File: config.mk
export PLATFORM = sky130hd
export DESIGN_NAME = vga_timing_gen_flat
export DESIGN_NICKNAME = d
export VERILOG_FILES = /design/src/rtl/vga_timing_gen_if.sv /design/src/rtl/vga_timing_gen.sv /design/src/flat_wrapper.sv
export SDC_FILE = /design/constraint.sdc
export NUM_CORES = 1
export LEC_CHECK = 0
export ABC_AREA = 0
export CAP_MARGIN = 25
export CELL_PAD_IN_SITES_DETAIL_PLACEMENT = 1
export CELL_PAD_IN_SITES_GLOBAL_PLACEMENT = 2
export CORE_MARGIN = 2
export CORE_UTILIZATION = 34
export CTS_BUF_LIST = sky130_fd_sc_hd__clkbuf_4
export DETAILED_ROUTE_END_ITERATION = 8
export DONT_BUFFER_PORTS = 1
export GPL_ROUTABILITY_DRIVEN = 0
export PLACE_DENSITY_LB_ADDON = 0.3
export SYNTH_ARGS = -nofsm -noshare
export SYNTH_HDL_FRONTEND = slang
export SYNTH_SLANG_ARGS = --single-unit
File: constraint.sdc
create_clock -name clk_0 -period 2.8 [get_ports clk_0]
set_clock_uncertainty 0.15 [all_clocks]
set_input_delay 0.56 -clock clk_0 [delete_from_list [all_inputs] [get_ports clk_0]]
set_output_delay 0.56 -clock clk_0 [all_outputs]
set_load 0.1 [all_outputs]
File: src/rtl/vga_timing_gen_if.sv
// Raster timing bundle from the VGA timing generator to the renderer and pins.
interface vga_timing_gen_if;
   logic [9:0] pixel_x;
   logic [9:0] pixel_y;
   logic       video_on;
   logic       hsync;
   logic       vsync;
   logic       frame_start;
   logic       vblank_start;
   logic [7:0] frame_count;

   modport master (
      output pixel_x, pixel_y, video_on, hsync, vsync,
             frame_start, vblank_start, frame_count
   );

   modport slave (
      input  pixel_x, pixel_y, video_on, hsync, vsync,
             frame_start, vblank_start, frame_count
   );
endinterface

File: src/rtl/vga_timing_gen.sv
// 640x480@60 raster timing: pixel/line counters, registered video flags,
// delayed active-low syncs and a frame counter.
module vga_timing_gen #(
   parameter int H_VIDEO    = 640,
   parameter int H_FRONT    = 16,
   parameter int H_SYNC     = 96,
   parameter int H_BACK     = 48,
   parameter int V_VIDEO    = 480,
   parameter int V_FRONT    = 10,
   parameter int V_SYNC     = 2,
   parameter int V_BACK     = 33,
   parameter int SYNC_DELAY = 2
) (
   input  logic              clk_0,
   input  logic              rst,
   vga_timing_gen_if.master  vga
);

   localparam logic [9:0] H_ACT  = 10'(H_VIDEO);
   localparam logic [9:0] H_MAX  = 10'(H_VIDEO + H_FRONT + H_SYNC + H_BACK - 1);
   localparam logic [9:0] H_SS   = 10'(H_VIDEO + H_FRONT);
   localparam logic [9:0] H_SE   = 10'(H_VIDEO + H_FRONT + H_SYNC - 1);
   localparam logic [9:0] V_ACT  = 10'(V_VIDEO);
   localparam logic [9:0] V_MAX  = 10'(V_VIDEO + V_FRONT + V_SYNC + V_BACK - 1);
   localparam logic [9:0] V_SS   = 10'(V_VIDEO + V_FRONT);
   localparam logic [9:0] V_SE   = 10'(V_VIDEO + V_FRONT + V_SYNC - 1);

   logic [9:0]            x_q, y_q;
   logic [9:0]            x_next, y_next;
   logic                  video_on_q, frame_start_q, vblank_start_q;
   logic [7:0]            frame_count_q;
   logic                  hsync_raw, vsync_raw;
   logic                  vblank_next;
   logic [SYNC_DELAY-1:0] hs_pipe, vs_pipe;

   always_comb begin
      x_next = x_q + 10'd1;
      y_next = y_q;
      if (x_q == H_MAX) begin
         x_next = 10'd0;
         y_next = (y_q == V_MAX) ? 10'd0 : y_q + 10'd1;
      end
   end

   assign vblank_next = (x_next == 10'd0) && (y_next == V_ACT);

   // Flags look at the next count so they line up with the counter registers.
   always_ff @(posedge clk_0) begin
      if (!rst) begin
         x_q            <= H_MAX;
         y_q            <= V_MAX;
         video_on_q     <= 1'b0;
         frame_start_q  <= 1'b0;
         vblank_start_q <= 1'b0;
         frame_count_q  <= 8'd0;
      end else begin
         x_q            <= x_next;
         y_q            <= y_next;
         video_on_q     <= (x_next < H_ACT) && (y_next < V_ACT);
         frame_start_q  <= (x_next == 10'd0) && (y_next == 10'd0);
         vblank_start_q <= vblank_next;
         if (vblank_next) begin
            frame_count_q <= frame_count_q + 8'd1;
         end
      end
   end

   assign hsync_raw = !((x_q >= H_SS) && (x_q <= H_SE));
   assign vsync_raw = !((y_q >= V_SS) && (y_q <= V_SE));

   // Sync delay matches the renderer's colour pipeline; reset forces idle-high.
   if (SYNC_DELAY == 1) begin : g_delay_one
      always_ff @(posedge clk_0) begin
         if (!rst) begin
            hs_pipe <= '1;
            vs_pipe <= '1;
         end else begin
            hs_pipe <= hsync_raw;
            vs_pipe <= vsync_raw;
         end
      end
   end else begin : g_delay_multi
      always_ff @(posedge clk_0) begin
         if (!rst) begin
            hs_pipe <= '1;
            vs_pipe <= '1;
         end else begin
            hs_pipe <= {hs_pipe[SYNC_DELAY-2:0], hsync_raw};
            vs_pipe <= {vs_pipe[SYNC_DELAY-2:0], vsync_raw};
         end
      end
   end

   assign vga.pixel_x      = x_q;
   assign vga.pixel_y      = y_q;
   assign vga.video_on     = video_on_q;
   assign vga.frame_start  = frame_start_q;
   assign vga.vblank_start = vblank_start_q;
   assign vga.frame_count  = frame_count_q;
   assign vga.hsync        = hs_pipe[SYNC_DELAY-1];
   assign vga.vsync        = vs_pipe[SYNC_DELAY-1];

endmodule

File: src/flat_wrapper.sv
// flat-port wrapper written by rule: the top's interface ports become plain ports
module vga_timing_gen_flat 
#(
   parameter int H_VIDEO    = 640,
   parameter int H_FRONT    = 16,
   parameter int H_SYNC     = 96,
   parameter int H_BACK     = 48,
   parameter int V_VIDEO    = 480,
   parameter int V_FRONT    = 10,
   parameter int V_SYNC     = 2,
   parameter int V_BACK     = 33,
   parameter int SYNC_DELAY = 2
)
  (clk_0, rst, vga_pixel_x, vga_pixel_y, vga_video_on, vga_hsync, vga_vsync, vga_frame_start, vga_vblank_start, vga_frame_count);
  vga_timing_gen_if vga_i ();
  input  logic clk_0;
  input  logic rst;
  output wire logic [$bits(vga_i.pixel_x)-1:0] vga_pixel_x;
  output wire logic [$bits(vga_i.pixel_y)-1:0] vga_pixel_y;
  output wire logic [$bits(vga_i.video_on)-1:0] vga_video_on;
  output wire logic [$bits(vga_i.hsync)-1:0] vga_hsync;
  output wire logic [$bits(vga_i.vsync)-1:0] vga_vsync;
  output wire logic [$bits(vga_i.frame_start)-1:0] vga_frame_start;
  output wire logic [$bits(vga_i.vblank_start)-1:0] vga_vblank_start;
  output wire logic [$bits(vga_i.frame_count)-1:0] vga_frame_count;
  assign vga_pixel_x = vga_i.pixel_x;
  assign vga_pixel_y = vga_i.pixel_y;
  assign vga_video_on = vga_i.video_on;
  assign vga_hsync = vga_i.hsync;
  assign vga_vsync = vga_i.vsync;
  assign vga_frame_start = vga_i.frame_start;
  assign vga_vblank_start = vga_i.vblank_start;
  assign vga_frame_count = vga_i.frame_count;
  vga_timing_gen #(.H_VIDEO(H_VIDEO), .H_FRONT(H_FRONT), .H_SYNC(H_SYNC), .H_BACK(H_BACK), .V_VIDEO(V_VIDEO), .V_FRONT(V_FRONT), .V_SYNC(V_SYNC), .V_BACK(V_BACK), .SYNC_DELAY(SYNC_DELAY)) u_core (.clk_0(clk_0), .rst(rst), .vga(vga_i));
endmodule
; ---- Yosys cells after proc, flatten, opt, wreduce, memory -nomap -nowiden
; Index checks and enable logic that the tools add are counted.
[word_totals]
out_inout_bits = 33
inputBits = 2
word_cells = 32
reg_bits = 35
[classes]
reduce_logical = 9
order_cmp = 6
eq_ne = 3
muxes = 3
addsub = 3
[ops]
columns = cell, n
row1 = $mux W10, 3
row2 = $add A10 B1 Y10 const B, 2
row3 = $eq A10 B10 Y1 const B, 2
row4 = $logic_not A10 Y1, 2
row5 = $eq A10 B9 Y1 const B, 1
row6 = $ge A10 B10 Y1 const B, 1
row7 = $ge A10 B9 Y1 const B, 1
row8 = $le A10 B10 Y1 const B, 1
row9 = $le A10 B9 Y1 const B, 1
row10 = $lt A10 B10 Y1 const B, 1
row11 = $lt A10 B9 Y1 const B, 1
row12 = $add A8 B1 Y8 const B, 1
row13 = $logic_and A1 B1 Y1, 5
row14 = $logic_not A1 Y1, 2

; ---- Logic depth before layout (Yosys ltp)
[depth]
depth_word = 5
mapped_depth = 10
mapped_depth_nobuf = 9

; ---- Worst setup path before layout
; No wires, ideal clock.
[synth_timing]
path_kind = flip-flop to flip-flop
from = register u_core.x_q[0] (netlist: u_core.vga.pixel_x[0])
to = register u_core.frame_count_q[0] (netlist: u_core.vga.frame_count[0])
path_stages_with_launch = 11
slack_ns = -0.588
arrival_time_ns = 3.166
synth_period_minus_slack_ns = 3.388
setup_ns = 0.072
required_time_ns = 2.578
n_path_buf = 2
path_cell_list = dfxtp_1 -> ha_1 -> nand4_2 -> or3_1 -> buf_2 -> buf_6 -> nor3_2 -> nor2_1 -> a211oi_4 -> and3_4 -> mux2i_1
[synth_via]
elab_chain_len = 4
elab_cells_between_ends = 7
cone_classes = add/sub: 1 / eq/ne: 2 / mux: 2 / reduce/logical: 2
[synth_rtl]
columns = element, line_no
row1 = from (decl), vga_timing_gen.sv:28  ; logic [9:0] x_q, y_q;
row2 = from (signal assigned), vga_timing_gen.sv:57  ; x_q <= x_next;
row3 = $add A10 B1 Y10 or $eq A10 B10 Y1 (tied branches), "vga_timing_gen.sv:37, vga_timing_gen.sv:39"
row4 = $mux W10, vga_timing_gen.sv:39  ; if (x_q == H_MAX) begin
row5 = $logic_not A10 Y1 or $eq A10 B9 Y1 (tied branches), vga_timing_gen.sv:45  ; assign vblank_next = (x_next == 10'd0) && (y_next == V_ACT);
row6 = $logic_and A1 B1 Y1 (*), vga_timing_gen.sv:45
row7 = to (signal assigned), vga_timing_gen.sv:63  ; frame_count_q <= frame_count_q + 8'd1;
row8 = to (decl), vga_timing_gen.sv:31  ; logic [7:0] frame_count_q;
; Every way passes the cells marked *; elsewhere a longest branch is shown, timed or not.
; A chain may end at the register's enable or synchronous reset.

; ---- Worst setup path in the final report
[layout_timing]
from = register u_core.x_q[0] (netlist: u_core.vga.pixel_x[0])
to = register u_core.frame_count_q[6] (netlist: u_core.vga.frame_count[6])
; The elaborated chain is that of the path after synthesis.

==> flow_summary.ini <==
[outcome]
status = finished clean

[sta]
final.setup.tns_ps = 0
finalMaxSlewViolations = 0
setup_slack_ps = 215
final-hold-violation-count = 0
tightest_slew_ps = 377
rsz0062_at_grt = no
hold-worst-slack_ps = 137
maxSlewHeadroom_pct = 74.6
setup_viol = 0
finalCritPeriodShare_pct = 92.3
max_freq_ghz = 0.387
fin_crit_ps = 2580

[setup_path]
crit_path_max_incr_delay_ps = 430
r2r-end = u_core.vga.frame_count[6]
startpoint_type = register
worstPathCellList = ha_4 -> nand4_2 -> or3_4 -> nor4_1 -> a311oi_2 -> a211oi_4 -> buf_4 -> nand4_1 -> mux2i_1
cpMaxStageDelayCell = or3_4
endpoint_kind = register
critPathKind = reg2reg
arrival_ps = 2670
r2r_slack_ps = 220
r2r-start = u_core.vga.pixel_x[0]
worst-path-buf-inv = 1
critPathRequiredTime_ps = 2890
reg2reg_depth = 9
cp_max_fo = 7
path_delay_family = simple AND/OR/NAND/NOR gates

[synth]
async_reset_ff_share_pct = 0
synth_seq_cells = 35
seq_area_frac_synth_pct = 33.9
synth_cells = 261
synth_nets = 269
synth_top_area_share_pct = 33.9
yosys_most_used_dff = dfxtp_1
ys_types = 48
synth_edf_count = 0
synth_area_per_cell_um2 = 7.91
yosys.area.top_type = dfxtp_1
ys_warn_count = 0
synthTopCellsByArea = dfxtp_1 (34%), nand2_1 (6.0%), mux2i_1 (3.9%)
mappedNetlistArea_mm2 = 0.00207

[drt]
drc = 0
routed_wl_um = 6080
wire_per_inst_um = 16.5
wl_met1_um = 2970
routed-wl-met3_um = 275
top_layer = met4
drt_pass1_iterations = 4
wl_met2_um = 2760
drt_iter0_markers = 86
vias_per_cell = 5.38
vias = 1987
drtAntennaViolNets = 0

[power_and_ir_drop]
pwr-share-comb_pct = 62.1
p_clk_share_pct = 10.7
seq_power_share_pct = 27.2
swShare_pct = 55.0
peakVddDrop_mv = 0.580
power.density_mw_per_mm2 = 1030
power.leakage_uw = 0.00104
p_int_uw = 1180
switching_power_uw = 1440

[placed_design]
portBuffers = 0
pre_cts_ws_ps = 50.8
detailed_place_hpwl_um = 4650
dp_cells = 361

[finish]
final_cells = 369
area_growth_pct = 23.3
antenna_cells = 0
fillers = 730
fin_util_pct = 43.3
layout-drive-gt1-share_pct = 28.2
finalNetCount = 301

[floorplan]
core-area_mm2 = 0.00589
io_pins = 35
fp.dieH_um = 81.9
die-area_mm2 = 0.00671
die_x_um = 81.9
initial_core_util_pct = 35.1
num_rows = 28

[clocking]
cts-root-buf = clkbuf_4
htree_levels = 2
worstSkewPairLatency_ps = 340
postCtsSetupBuffers = 0
cts_sinks = 35
cts_tree = built
clkTransAtPathRegs_ps = 110
cts_buffers = 5
cts_resized = 0
cts_hold_buf = 0
clk_path_buf_depth = 2

[grt]
grt_pass1_vias = 1889
grt-ovfl-total = 0
grt_first_pass_wirelength_um = 9540
antenna_found_initial = 0
grt_max_degree = 34
grtUsageTotal_pct = 18.8

[flow_run]
drv_cap = 0

[hold_path]
holdCritStartpoint = rst
hold_depth = 1
hp-class = in2reg
holdPathEnd = u_core.vga.pixel_x[4]
cell usage after synthesis (5+ instances only):
cell,number
a21oi_1,11
a31oi_1,5
and3_1,11
buf_2,6
clkbuf_1,10
dfxtp_1,35
ha_1,6
inv_1,6
mux2i_1,8
nand2_1,33
nand2b_1,11
nand3_1,13
nand4_1,10
nor2_1,21
nor3_1,7
o21ai_0,15
xnor2_1,7
power groups by stage:
stage,clock network [uW],logic (uW),registers [uW]
floorplan,0,666,1290
finish,279,1620,711
global placement,0,1570,718
detailed placement,0,1590,722
CTS,295,1590,711
global route,316,1740,729
through the flow:
stage,cell area [um2],total power [uW]
2_1_floorplan,2110,1950
3_3_place_gp,2450,2290
3_5_place_dp,2450,2310
4_1_cts,2500,2600
5_1_grt,2550,2790
6_report,2550,2610
worst max-delay path by stage:
stage / depth (start not counted) / startpoint / to
after global placement: 9 / u_core.vga.pixel_y[0] / u_core.vga.frame_count[1]
after floorplan: 9 / u_core.vga.pixel_x[6] / u_core.vga.frame_count[0]
after global routing: 9 / u_core.vga.pixel_x[0] / u_core.vga.frame_count[0]
after CTS: 9 / u_core.vga.pixel_y[0] / u_core.vga.frame_count[0]
after detailed placement: 9 / u_core.vga.pixel_y[0] / u_core.vga.frame_count[0]
final: 9 / u_core.vga.pixel_x[0] / u_core.vga.frame_count[6]
cells in the final DEF, fill, tap and decap left out, drive strengths merged, types with 2 or more instances in the layout:
cell type	synthesis	routed
clkinv	1	3
a31oi	5	5
nand2b	11	11
and2	4	4
nor4	2	2
ha	6	6
xnor2	7	7
buf	7	43
xor2	2	2
clkbuf	11	6
or3	3	3
nand3	13	13
o21ai	17	17
nor3	9	9
a21oi	11	11
nor2	21	21
inv	6	6
nand4	11	11
o211ai	2	2
nand2	33	33
o311ai	2	2
and3	12	12
dfxtp	35	35
a311oi	3	3
and4	4	4
mux2i	8	8
logic make-up (layout without fill, tap and decap cells):
| kind of cell | after synthesis | after routing | synth area share [%] |
|---|---|---|---|
| XOR/XNOR | 9 | 9 | 3.82 |
| flip-flops | 35 | 35 | 33.9 |
| buffers and inverters | 25 | 58 | 5.33 |
| AO/OA/AOI/OAI | 47 | 47 | 14.4 |
| AND/OR/NAND/NOR | 131 | 131 | 35.0 |
| multiplexers | 8 | 8 | 3.88 |
| adder cells (fa/ha/maj) | 6 | 6 | 3.63 |
area by class of cell:
type | instances | area [um2] | share of cell area (%)
Sequential cell | 35 | 737 | 28.9
Timing Repair Buffer | 43 | 323 | 12.7
Clock inverter | 2 | 8.76 | 0.344
Clock buffer | 6 | 45.0 | 1.77
Tap cell | 75 | 93.8 | 3.68
Multi-Input combinational cell | 201 | 1310 | 51.6
Inverter | 7 | 26.3 | 1.03
worst register-to-register path, delay by kind of cell (launching register included):
family                     cells  cell delay [ps]
muxes                          1              150
DFF                            1              380
adders and majority gates      1              160
and+or+nand+nor                4             1040
AOI/OAI and AO/OA              2              420
buffers and inverters          1              190
routing by layer:
layer  track usage [%]  vias up
met5                 0        -
met4              5.17        0
met3              4.95        7
met2              29.6       35
met1              25.3      953
li1                  -      992
state kept, by name, summed over array words and instances, names as in the netlist:
| name | flops |
|---|---|
| u_core.vga.frame_start | 1 |
| u_core.vga.vblank_start | 1 |
| u_core.hs_pipe | 2 |
| u_core.vga.frame_count | 8 |
| u_core.vga.pixel_y | 10 |
| u_core.vga.pixel_x | 10 |
| u_core.vga.video_on | 1 |
| u_core.vs_pipe | 2 |
Power figures use the tool's default switching activity.
